## config.mk

```make
export PLATFORM = sky130hd
export DESIGN_NAME = score_recorder_flat
export DESIGN_NICKNAME = d
export VERILOG_FILES = /design/src/rtl/score_recorder_if.sv /design/src/rtl/score_recorder.sv /design/src/flat_wrapper.sv
export SDC_FILE = /design/constraint.sdc
export NUM_CORES = 1
export LEC_CHECK = 0
export CAP_MARGIN = 15
export CORE_UTILIZATION = 40
export CTS_BUF_LIST = sky130_fd_sc_hd__clkbuf_16
export DETAILED_ROUTE_END_ITERATION = 10
export MAX_ROUTING_LAYER = met4
export SYNTH_ARGS = -nofsm -noshare
export SYNTH_HDL_FRONTEND = slang
export SYNTH_SLANG_ARGS = --single-unit
```

## constraint.sdc

```tcl
create_clock -name clk -period 3.2 [get_ports clk]
set_input_delay 0.48 -clock clk [delete_from_list [all_inputs] [get_ports clk]]
set_output_delay 0.48 -clock clk [all_outputs]
set_load 0.05 [all_outputs]
```

## src/rtl/score_recorder_if.sv

```systemverilog
// Write port between the score recorder and the cellular-RAM memory controller.
//
//   req  : write request, high while a command word is pending
//   addr : word address of the pending write
//   data : 16-bit command word
//   ack  : controller has accepted the pending write this cycle
//
// master = recorder side, slave = memory controller side.
interface score_recorder_if #(
    parameter int ADDR_W = 23
);
    logic              req;
    logic [ADDR_W-1:0] addr;
    logic [15:0]       data;
    logic              ack;

    modport master (output req, addr, data, input ack);
    modport slave  (input req, addr, data, output ack);
endinterface

```

## src/rtl/score_recorder.sv

```systemverilog
// Song recorder: encodes note / BPM / end-of-song events into 16-bit command
// words, buffers them in a small FIFO and writes them to consecutive RAM word
// addresses through a request/acknowledge write port.
//
// Ports:
//   clk, rst            : clock, synchronous active-high reset
//   rec_start           : strobe, begin a new recording at BASE_ADDR
//   note_stb, tone,
//   mode, note          : strobe + fields of a note event
//   bpm_stb, bpm        : strobe + new tempo
//   end_stb             : strobe, close the recording
//   wr                  : write port to the memory controller (master side)
//   recording           : high while accepting events or draining
//   done                : recording closed and every word written
//   ovf                 : sticky, an event was dropped or address space ran out
//   word_count          : words written in this recording
module score_recorder #(
    parameter int                ADDR_W     = 23,
    parameter logic [ADDR_W-1:0] BASE_ADDR  = '0,
    parameter logic [ADDR_W-1:0] LAST_ADDR  = '1,
    parameter int                FIFO_DEPTH = 4
) (
    input  logic              clk,
    input  logic              rst,
    input  logic              rec_start,
    input  logic              note_stb,
    input  logic [5:0]        tone,
    input  logic [1:0]        mode,
    input  logic [3:0]        note,
    input  logic              bpm_stb,
    input  logic [7:0]        bpm,
    input  logic              end_stb,
    score_recorder_if.master  wr,
    output logic              recording,
    output logic              done,
    output logic              ovf,
    output logic [ADDR_W-1:0] word_count
);
    localparam int              PTR_W    = $clog2(FIFO_DEPTH);
    localparam logic [PTR_W:0]  FULL_CNT = (PTR_W+1)'(FIFO_DEPTH);
    localparam logic [PTR_W:0]  ONE_CNT  = (PTR_W+1)'(1);
    localparam logic [15:0]     END_WORD = 16'hC000;

    typedef enum logic [1:0] {S_IDLE, S_REC, S_DRAIN, S_FIN} state_t;

    state_t            state_reg, state_next;
    logic [15:0]       fifo_mem [FIFO_DEPTH];
    logic [PTR_W-1:0]  wr_ptr_reg, rd_ptr_reg, rd_after;
    logic [PTR_W:0]    count_reg, count_next, count_after_pop;
    logic [ADDR_W-1:0] slot_addr_reg;      // address the next enqueued word will land on
    logic              end_pend_reg, end_pend_next;
    logic              ovf_reg, ovf_next, done_reg, done_next;
    logic              wr_req_reg;
    logic [ADDR_W-1:0] wr_addr_reg, word_count_reg;
    logic [15:0]       wr_data_reg, head_next;
    logic              recording_reg;
    logic              enq, pop, full, start, exhaust, want_end;
    logic [15:0]       enq_word, note_word, bpm_word;

    assign note_word = {(mode == 2'b11) ? 2'b00 : mode, tone, 4'b0000, note};
    assign bpm_word  = {2'b11, 6'b000000, (bpm == 8'd0) ? 8'd1 : bpm};

    assign full     = (count_reg == FULL_CNT);
    assign pop      = wr_req_reg && wr.ack;
    assign exhaust  = (slot_addr_reg == LAST_ADDR);
    assign want_end = end_stb || end_pend_reg;

    always_comb begin
        state_next    = state_reg;
        enq           = 1'b0;
        enq_word      = END_WORD;
        end_pend_next = end_pend_reg;
        ovf_next      = ovf_reg;
        done_next     = done_reg;
        start         = 1'b0;
        case (state_reg)
            S_IDLE, S_FIN: begin
                if (rec_start) begin
                    start         = 1'b1;
                    state_next    = S_REC;
                    ovf_next      = 1'b0;
                    done_next     = 1'b0;
                    end_pend_next = 1'b0;
                end
            end
            S_REC: begin
                if (want_end || exhaust) begin
                    // Reaching the reserved last slot without an end request
                    // means the recording was cut short.
                    if (note_stb || bpm_stb || !want_end)
                        ovf_next = 1'b1;
                    if (!full) begin
                        enq           = 1'b1;
                        enq_word      = END_WORD;
                        end_pend_next = 1'b0;
                        state_next    = S_DRAIN;
                    end else begin
                        end_pend_next = 1'b1;
                    end
                end else if (bpm_stb) begin
                    if (note_stb || full)
                        ovf_next = 1'b1;
                    if (!full) begin
                        enq      = 1'b1;
                        enq_word = bpm_word;
                    end
                end else if (note_stb) begin
                    if (full) begin
                        ovf_next = 1'b1;
                    end else begin
                        enq      = 1'b1;
                        enq_word = note_word;
                    end
                end
            end
            S_DRAIN: begin
                if (pop && count_reg == ONE_CNT) begin
                    state_next = S_FIN;
                    done_next  = 1'b1;
                end
            end
            default: state_next = S_IDLE;
        endcase
    end

    // Occupancy and the word that will sit at the head after this edge.
    always_comb begin
        count_next = count_reg;
        case ({enq, pop})
            2'b10:   count_next = count_reg + ONE_CNT;
            2'b01:   count_next = count_reg - ONE_CNT;
            default: count_next = count_reg;
        endcase
        rd_after        = pop ? rd_ptr_reg + 1'b1 : rd_ptr_reg;
        count_after_pop = count_reg - {{PTR_W{1'b0}}, pop};
        head_next       = (count_after_pop == '0) ? enq_word : fifo_mem[rd_after];
    end

    always_ff @(posedge clk) begin
        if (enq)
            fifo_mem[wr_ptr_reg] <= enq_word;
    end

    always_ff @(posedge clk) begin
        if (rst) begin
            state_reg      <= S_IDLE;
            wr_ptr_reg     <= '0;
            rd_ptr_reg     <= '0;
            count_reg      <= '0;
            slot_addr_reg  <= BASE_ADDR;
            end_pend_reg   <= 1'b0;
            ovf_reg        <= 1'b0;
            done_reg       <= 1'b0;
            wr_req_reg     <= 1'b0;
            wr_addr_reg    <= BASE_ADDR;
            wr_data_reg    <= '0;
            word_count_reg <= '0;
            recording_reg  <= 1'b0;
        end else begin
            state_reg     <= state_next;
            end_pend_reg  <= end_pend_next;
            ovf_reg       <= ovf_next;
            done_reg      <= done_next;
            recording_reg <= (state_next == S_REC) || (state_next == S_DRAIN);
            if (start) begin
                wr_ptr_reg     <= '0;
                rd_ptr_reg     <= '0;
                count_reg      <= '0;
                slot_addr_reg  <= BASE_ADDR;
                wr_addr_reg    <= BASE_ADDR;
                word_count_reg <= '0;
                wr_req_reg     <= 1'b0;
            end else begin
                count_reg  <= count_next;
                wr_req_reg <= (count_next != '0);
                if (pop) begin
                    rd_ptr_reg     <= rd_ptr_reg + 1'b1;
                    wr_addr_reg    <= wr_addr_reg + 1'b1;
                    word_count_reg <= word_count_reg + 1'b1;
                end
                if (enq) begin
                    wr_ptr_reg    <= wr_ptr_reg + 1'b1;
                    slot_addr_reg <= slot_addr_reg + 1'b1;
                end
                if (count_next != '0)
                    wr_data_reg <= head_next;
            end
        end
    end

    assign wr.req     = wr_req_reg;
    assign wr.addr    = wr_addr_reg;
    assign wr.data    = wr_data_reg;
    assign recording  = recording_reg;
    assign done       = done_reg;
    assign ovf        = ovf_reg;
    assign word_count = word_count_reg;
endmodule

```

## src/flat_wrapper.sv

```systemverilog
// flat-port wrapper written by rule: the top's interface ports become plain ports
module score_recorder_flat 
#(
    parameter int                ADDR_W     = 23,
    parameter logic [ADDR_W-1:0] BASE_ADDR  = '0,
    parameter logic [ADDR_W-1:0] LAST_ADDR  = '1,
    parameter int                FIFO_DEPTH = 4
)
  (clk, rst, rec_start, note_stb, tone, mode, note, bpm_stb, bpm, end_stb, recording, done, ovf, word_count, wr_req, wr_addr, wr_data, wr_ack);
  score_recorder_if #(.ADDR_W(ADDR_W)) wr_i ();
  input  logic clk;
  input  logic rst;
  input  logic rec_start;
  input  logic note_stb;
  input  logic [5:0] tone;
  input  logic [1:0] mode;
  input  logic [3:0] note;
  input  logic bpm_stb;
  input  logic [7:0] bpm;
  input  logic end_stb;
  output logic recording;
  output logic done;
  output logic ovf;
  output logic [ADDR_W-1:0] word_count;
  output wire logic [$bits(wr_i.req)-1:0] wr_req;
  output wire logic [$bits(wr_i.addr)-1:0] wr_addr;
  output wire logic [$bits(wr_i.data)-1:0] wr_data;
  input wire logic [$bits(wr_i.ack)-1:0] wr_ack;
  assign wr_req = wr_i.req;
  assign wr_addr = wr_i.addr;
  assign wr_data = wr_i.data;
  assign wr_i.ack = wr_ack;
  score_recorder #(.ADDR_W(ADDR_W), .BASE_ADDR(BASE_ADDR), .LAST_ADDR(LAST_ADDR), .FIFO_DEPTH(FIFO_DEPTH)) u_core (.clk(clk), .rst(rst), .rec_start(rec_start), .note_stb(note_stb), .tone(tone), .mode(mode), .note(note), .bpm_stb(bpm_stb), .bpm(bpm), .end_stb(end_stb), .wr(wr_i), .recording(recording), .done(done), .ovf(ovf), .word_count(word_count));
endmodule
```

==> summary by stage <==
Run status
The flow ran to the end, and the final reports show no timing, DRC or antenna violations.

Final layout
u_core.fifo_mem holds more flip-flops than any other register. At the end of the flow, the number of nets in the layout was slightly above 800. The flip-flop count of the largest register after layout is 64. The share of layout cells above drive strength 1 is 9.57%. The finished layout holds 1009 standard cells, fillers aside. From synthesis to final layout, the design area changed by 25.1%.

Once layout is done, the placed cells without fillers occupy 9020 um^2. The number of antenna diodes in the final layout is 0.

STA
The number of max-slew violations in the final report is 0. Static timing analysis puts the maximum clock frequency at 351 MHz. The smallest clock period supported by the final layout is computed as 2.85 ns.

For the pin with the worst max-slew slack, the measured transition is between 0.9 and 1 ns. The relative max-transition margin is between 30% and 40%. Setup repair after global routing left no endpoint under its margin. The hold violation total from the final report is 0. Setup violations remaining at the end of the flow were counted as 0. Clock skew on the completed layout was measured at 0.0161 ns. The final clock period utilization by the worst path is slightly below 90%.

Yosys
The mean instance size in the synthesized netlist is 10.8 um^2. The total number of yosys warnings is 0. The predominant post-synthesis flop cell is sky130_fd_sc_hd__dfxtp_1.

After synthesis the netlist holds a flip-flop and latch count of 163. Of all cell types, the one taking the most synthesized area is sky130_fd_sc_hd__dfxtp_1. For this run, asynchronously set or reset flops after synthesis account for 0%. The post-synthesis instance area is 7210 um^2. The number of distinct library cells after synthesis is between 50 and 60. Summing the sequential cell areas from Yosys gives 54.1% of the chip area. Summed over its instances, the top area cell type makes up 27.5% of the synthesized netlist area.

The number of standard cells after synthesis is between 600 and 700. Yosys attributes the largest share of cell area to sky130_fd_sc_hd__dfxtp_1 27%, sky130_fd_sc_hd__edfxtp_1 27%, sky130_fd_sc_hd__nor2_1 5.2%. Counting every net in the synthesized netlist gives 715.

The number of synthesized flops with an enable pin is 64. Counting instances in the post-synthesis netlist gives the leading cell types as 100 x sky130_fd_sc_hd__nor2_1, 99 x sky130_fd_sc_hd__dfxtp_1, 64 x sky130_fd_sc_hd__edfxtp_1. The most common cell in the synthesized netlist is sky130_fd_sc_hd__nor2_1.

Critical path
The worst endpoint required time is 3.54 ns. For this design, the slowest cell found on the critical path is sky130_fd_sc_hd__dfxtp_1. The arrival time of data at the critical path endpoint is 3.19 ns. STA classifies the critical path endpoint as a flop. The termination of the worst setup path is u_core.wr.data[2].

In this run the critical register-to-register path is launched from u_core.slot_addr_reg[0]. The most common cell type on the critical path is sky130_fd_sc_hd__ha_1. The endpoint identified for the worst register-to-register timing path is u_core.wr.data[2]. The launch point of the worst path is u_core.slot_addr_reg[0]. The setup check on the worst reg-to-reg path leaves a slack of 0.35 ns. The depth of the worst register-to-register path is 13. STA classifies the critical path startpoint as a flop. Traced cell by cell, the critical path runs through ha_1 -> nand4_1 -> nor4_4 -> a21oi_2 -> nor2_2 -> inv_1 -> ha_1 -> a221o_1 -> a21oi_1 -> a21boi_2 -> buf_12 -> o311a_1 -> nor3_1. The worst setup path is of the flop to flop kind. The maximum fanout encountered on the critical timing path is 33. The biggest cell delay along the critical path is 0.38 ns.

Global routing
The largest net degree at the start of global routing is 40. Global routing used approximately 22% of the available met1 tracks. The first global-routing pass estimated about 27 mm of wire.

For this run, global-route usage on met3 was measured as ~4.6%. For this run, global-route usage on met2 was measured as 33.3%. The combined global-route utilization of all metal layers is 19.6%. The number of antenna violations at the first check in global routing came to 0. The number of global-route vias before repair is about 5400. The global routing stage identified its most utilized layer as met2.

After global routing the overflow that remains totals 0.

Detailed routing
The DRC violations left is 0. The detailed-router iteration count before antenna repair is 4. The number of nets still failing antenna checks after routing is 0. The DRC marker count from the first detailed-route iteration is 264.

Across all layers, the routed design uses 5347 vias. The average routed wire per standard cell is between 15 and 20 um. The final wirelength is between 15 and 20 mm. In the routed layout, each cell is associated on average with a via count of 5.30.

Clock tree
The CTS tree is done. The number of gates resized after CTS is 0. Clock tree synthesis selected as its root buffer the cell sky130_fd_sc_hd__clkbuf_16.

The clock sink total is 163. The worst-skew pair later-pin latency is around 0.43 ns. No sink is reached through more buffers than the 2 on the longest clock path. The clock-pin slew on the worst setup and hold paths is 0.06 ns. The H-tree generated during clock tree synthesis spans 4 levels.

The total CTS buffers is 17. The count of hold-fix buffers inserted at cts is 0. The number of setup buffers added after CTS is 0.

Floorplanning
The floorplan has 48 rows. The initial core utilization is 41.3%. The core region is 17500 um^2. In this run the count of I/O pins placed on the die edge is 93. The die height is 136 um. The floorplan step defined a die boundary enclosing around 19000 um^2.

From left edge to right edge, the die measures 136 um.

Placement
The total placed instance area is approximately 8400 um^2. The final HPWL from detailed placement is 11.4 mm. The number of placed instances, taps included, is 977.

The number of buffers inserted by port buffering is between 90 and 100. The congestion estimate from routability-driven global placement came to 0.821.

Power
VDD sags by at most 0.526 mV. The analysis attributes to cell leakage a power of 2.99 nW. The power per cell area is 684 nW/um^2.

After layout, the design draws a total of 0.00617 W.

Job
Max-cap violations in this run came to 0.

Min path
The tightest min-delay check is of the flop to flop type.
[per-layer routing]
| layer | wire, um | part of all wire, % | vias up |
|---|---|---|---|
| met3 | 637 | 3.9 | 20 |
| met4 | 262 | 1.6 | 0 |
| met2 | 8410 | 51 | 107 |
| met5 | 0 | 0 | - |
| met1 | 7240 | 44 | 2597 |
| li1 | - | - | 2623 |
[per-stage QoR]
step | hold WS (ns) | util, % | setup TNS (ns) | setup WS [ns]
CTS | 0.494 | 51.6 | 0 | 0.341
global route | 0.509 | 51.6 | 0 | 0.0348
global placement | 0.478 | 48.3 | 0 | 0.0629
detailed placement | 0.474 | 48.3 | -0.0493 | -0.0332
floorplan | 0.471 | - | 0 | 0.0974
finish | 0.494 | 51.6 | 0 | 0.354
[worst max-delay path, delay by kind of cell (launching register included)]
family,cells,cell delay [ns]
adders and majority gates,2,0.44
and+or+nand+nor,4,0.79
DFF,1,0.38
AOI/OAI and AO/OA,5,0.90
buffers and inverters,2,0.25
[report_power, final]
part / total [W] / internal (W) / switching, W
combinational: 0.00168 / 0.000617 / 0.00107
sequential: 0.00246 / 0.00236 / 0.000108
clock: 0.00202 / 0.00111 / 0.000916
[worst min path at each step]
| stage | start | to | slack [ns] | cells after the start |
|---|---|---|---|---|
| detailed placement | u_core.wr.data[15] | u_core.wr.data[15] | 0.47 | 2 |
| global placement | u_core.wr.addr[17] | u_core.wr.addr[17] | 0.48 | 2 |
| floorplan | u_core.slot_addr_reg[1] | u_core.slot_addr_reg[1] | 0.47 | 2 |
| CTS | u_core.wr.data[15] | u_core.wr.data[15] | 0.49 | 2 |
| finish | u_core.wr.data[15] | u_core.wr.data[15] | 0.49 | 2 |
| global route | u_core.wr.data[15] | u_core.wr.data[15] | 0.51 | 2 |
[final cells by class]
type	instances	area (um^2)
Clock buffer	17	425
Clock inverter	15	158
Fill cell	1512	8450
Inverter	14	52.6
Multi-Input combinational cell	464	3130
Sequential cell	163	3900
Tap cell	225	282
Timing Repair Buffer	111	1080
[cells in the final DEF, fill, tap and decap left out, types with 2 or more instances in the layout]
| cell type | count |
|---|---|
| sky130_fd_sc_hd__nor2_1 | 100 |
| sky130_fd_sc_hd__dfxtp_1 | 99 |
| sky130_fd_sc_hd__clkdlybuf4s50_1 | 92 |
| sky130_fd_sc_hd__edfxtp_1 | 64 |
| sky130_fd_sc_hd__nand2_1 | 42 |
| sky130_fd_sc_hd__xor2_1 | 33 |
| sky130_fd_sc_hd__xnor2_1 | 32 |
| sky130_fd_sc_hd__nand3_1 | 24 |
| sky130_fd_sc_hd__nor3_1 | 21 |
| sky130_fd_sc_hd__a211oi_1 | 19 |
| sky130_fd_sc_hd__buf_4 | 18 |
| sky130_fd_sc_hd__a21oi_1 | 17 |
| sky130_fd_sc_hd__ha_1 | 17 |
| sky130_fd_sc_hd__clkbuf_16 | 17 |
| sky130_fd_sc_hd__o21ai_0 | 15 |
| sky130_fd_sc_hd__nand4_1 | 14 |
| sky130_fd_sc_hd__inv_1 | 14 |
| sky130_fd_sc_hd__and3_1 | 14 |
| sky130_fd_sc_hd__mux4_2 | 14 |
| sky130_fd_sc_hd__and2_1 | 11 |
| sky130_fd_sc_hd__a32oi_1 | 11 |
| sky130_fd_sc_hd__nor2b_1 | 10 |
| sky130_fd_sc_hd__and4_1 | 8 |
| sky130_fd_sc_hd__nor4_1 | 7 |
| sky130_fd_sc_hd__or3_1 | 7 |
| sky130_fd_sc_hd__inv_6 | 6 |
| sky130_fd_sc_hd__nand2b_1 | 5 |
| sky130_fd_sc_hd__a21boi_0 | 5 |
| sky130_fd_sc_hd__a22oi_1 | 5 |
| sky130_fd_sc_hd__inv_8 | 4 |
| sky130_fd_sc_hd__a221o_1 | 2 |
| sky130_fd_sc_hd__nor3b_1 | 2 |
| sky130_fd_sc_hd__a21bo_2 | 2 |
| sky130_fd_sc_hd__nand3b_1 | 2 |
| sky130_fd_sc_hd__o211ai_1 | 2 |
| sky130_fd_sc_hd__o311a_1 | 2 |
| sky130_fd_sc_hd__or4_1 | 2 |
| sky130_fd_sc_hd__a31oi_1 | 2 |
| sky130_fd_sc_hd__clkinv_4 | 2 |
[logic make-up after synthesis]
group                    Yosys count  synth area share [%]
multiplexers                      15                  4.51
flip-flops                       163                  54.1
adder cells (fa/ha/maj)           17                  2.95
AND/OR/NAND/NOR                  277                  19.2
AO/OA/AOI/OAI                     90                  8.69
XOR/XNOR                          65                  7.89
buffers and inverters             44                  2.64
No activity file was read; power rests on OpenSTA's default activity.
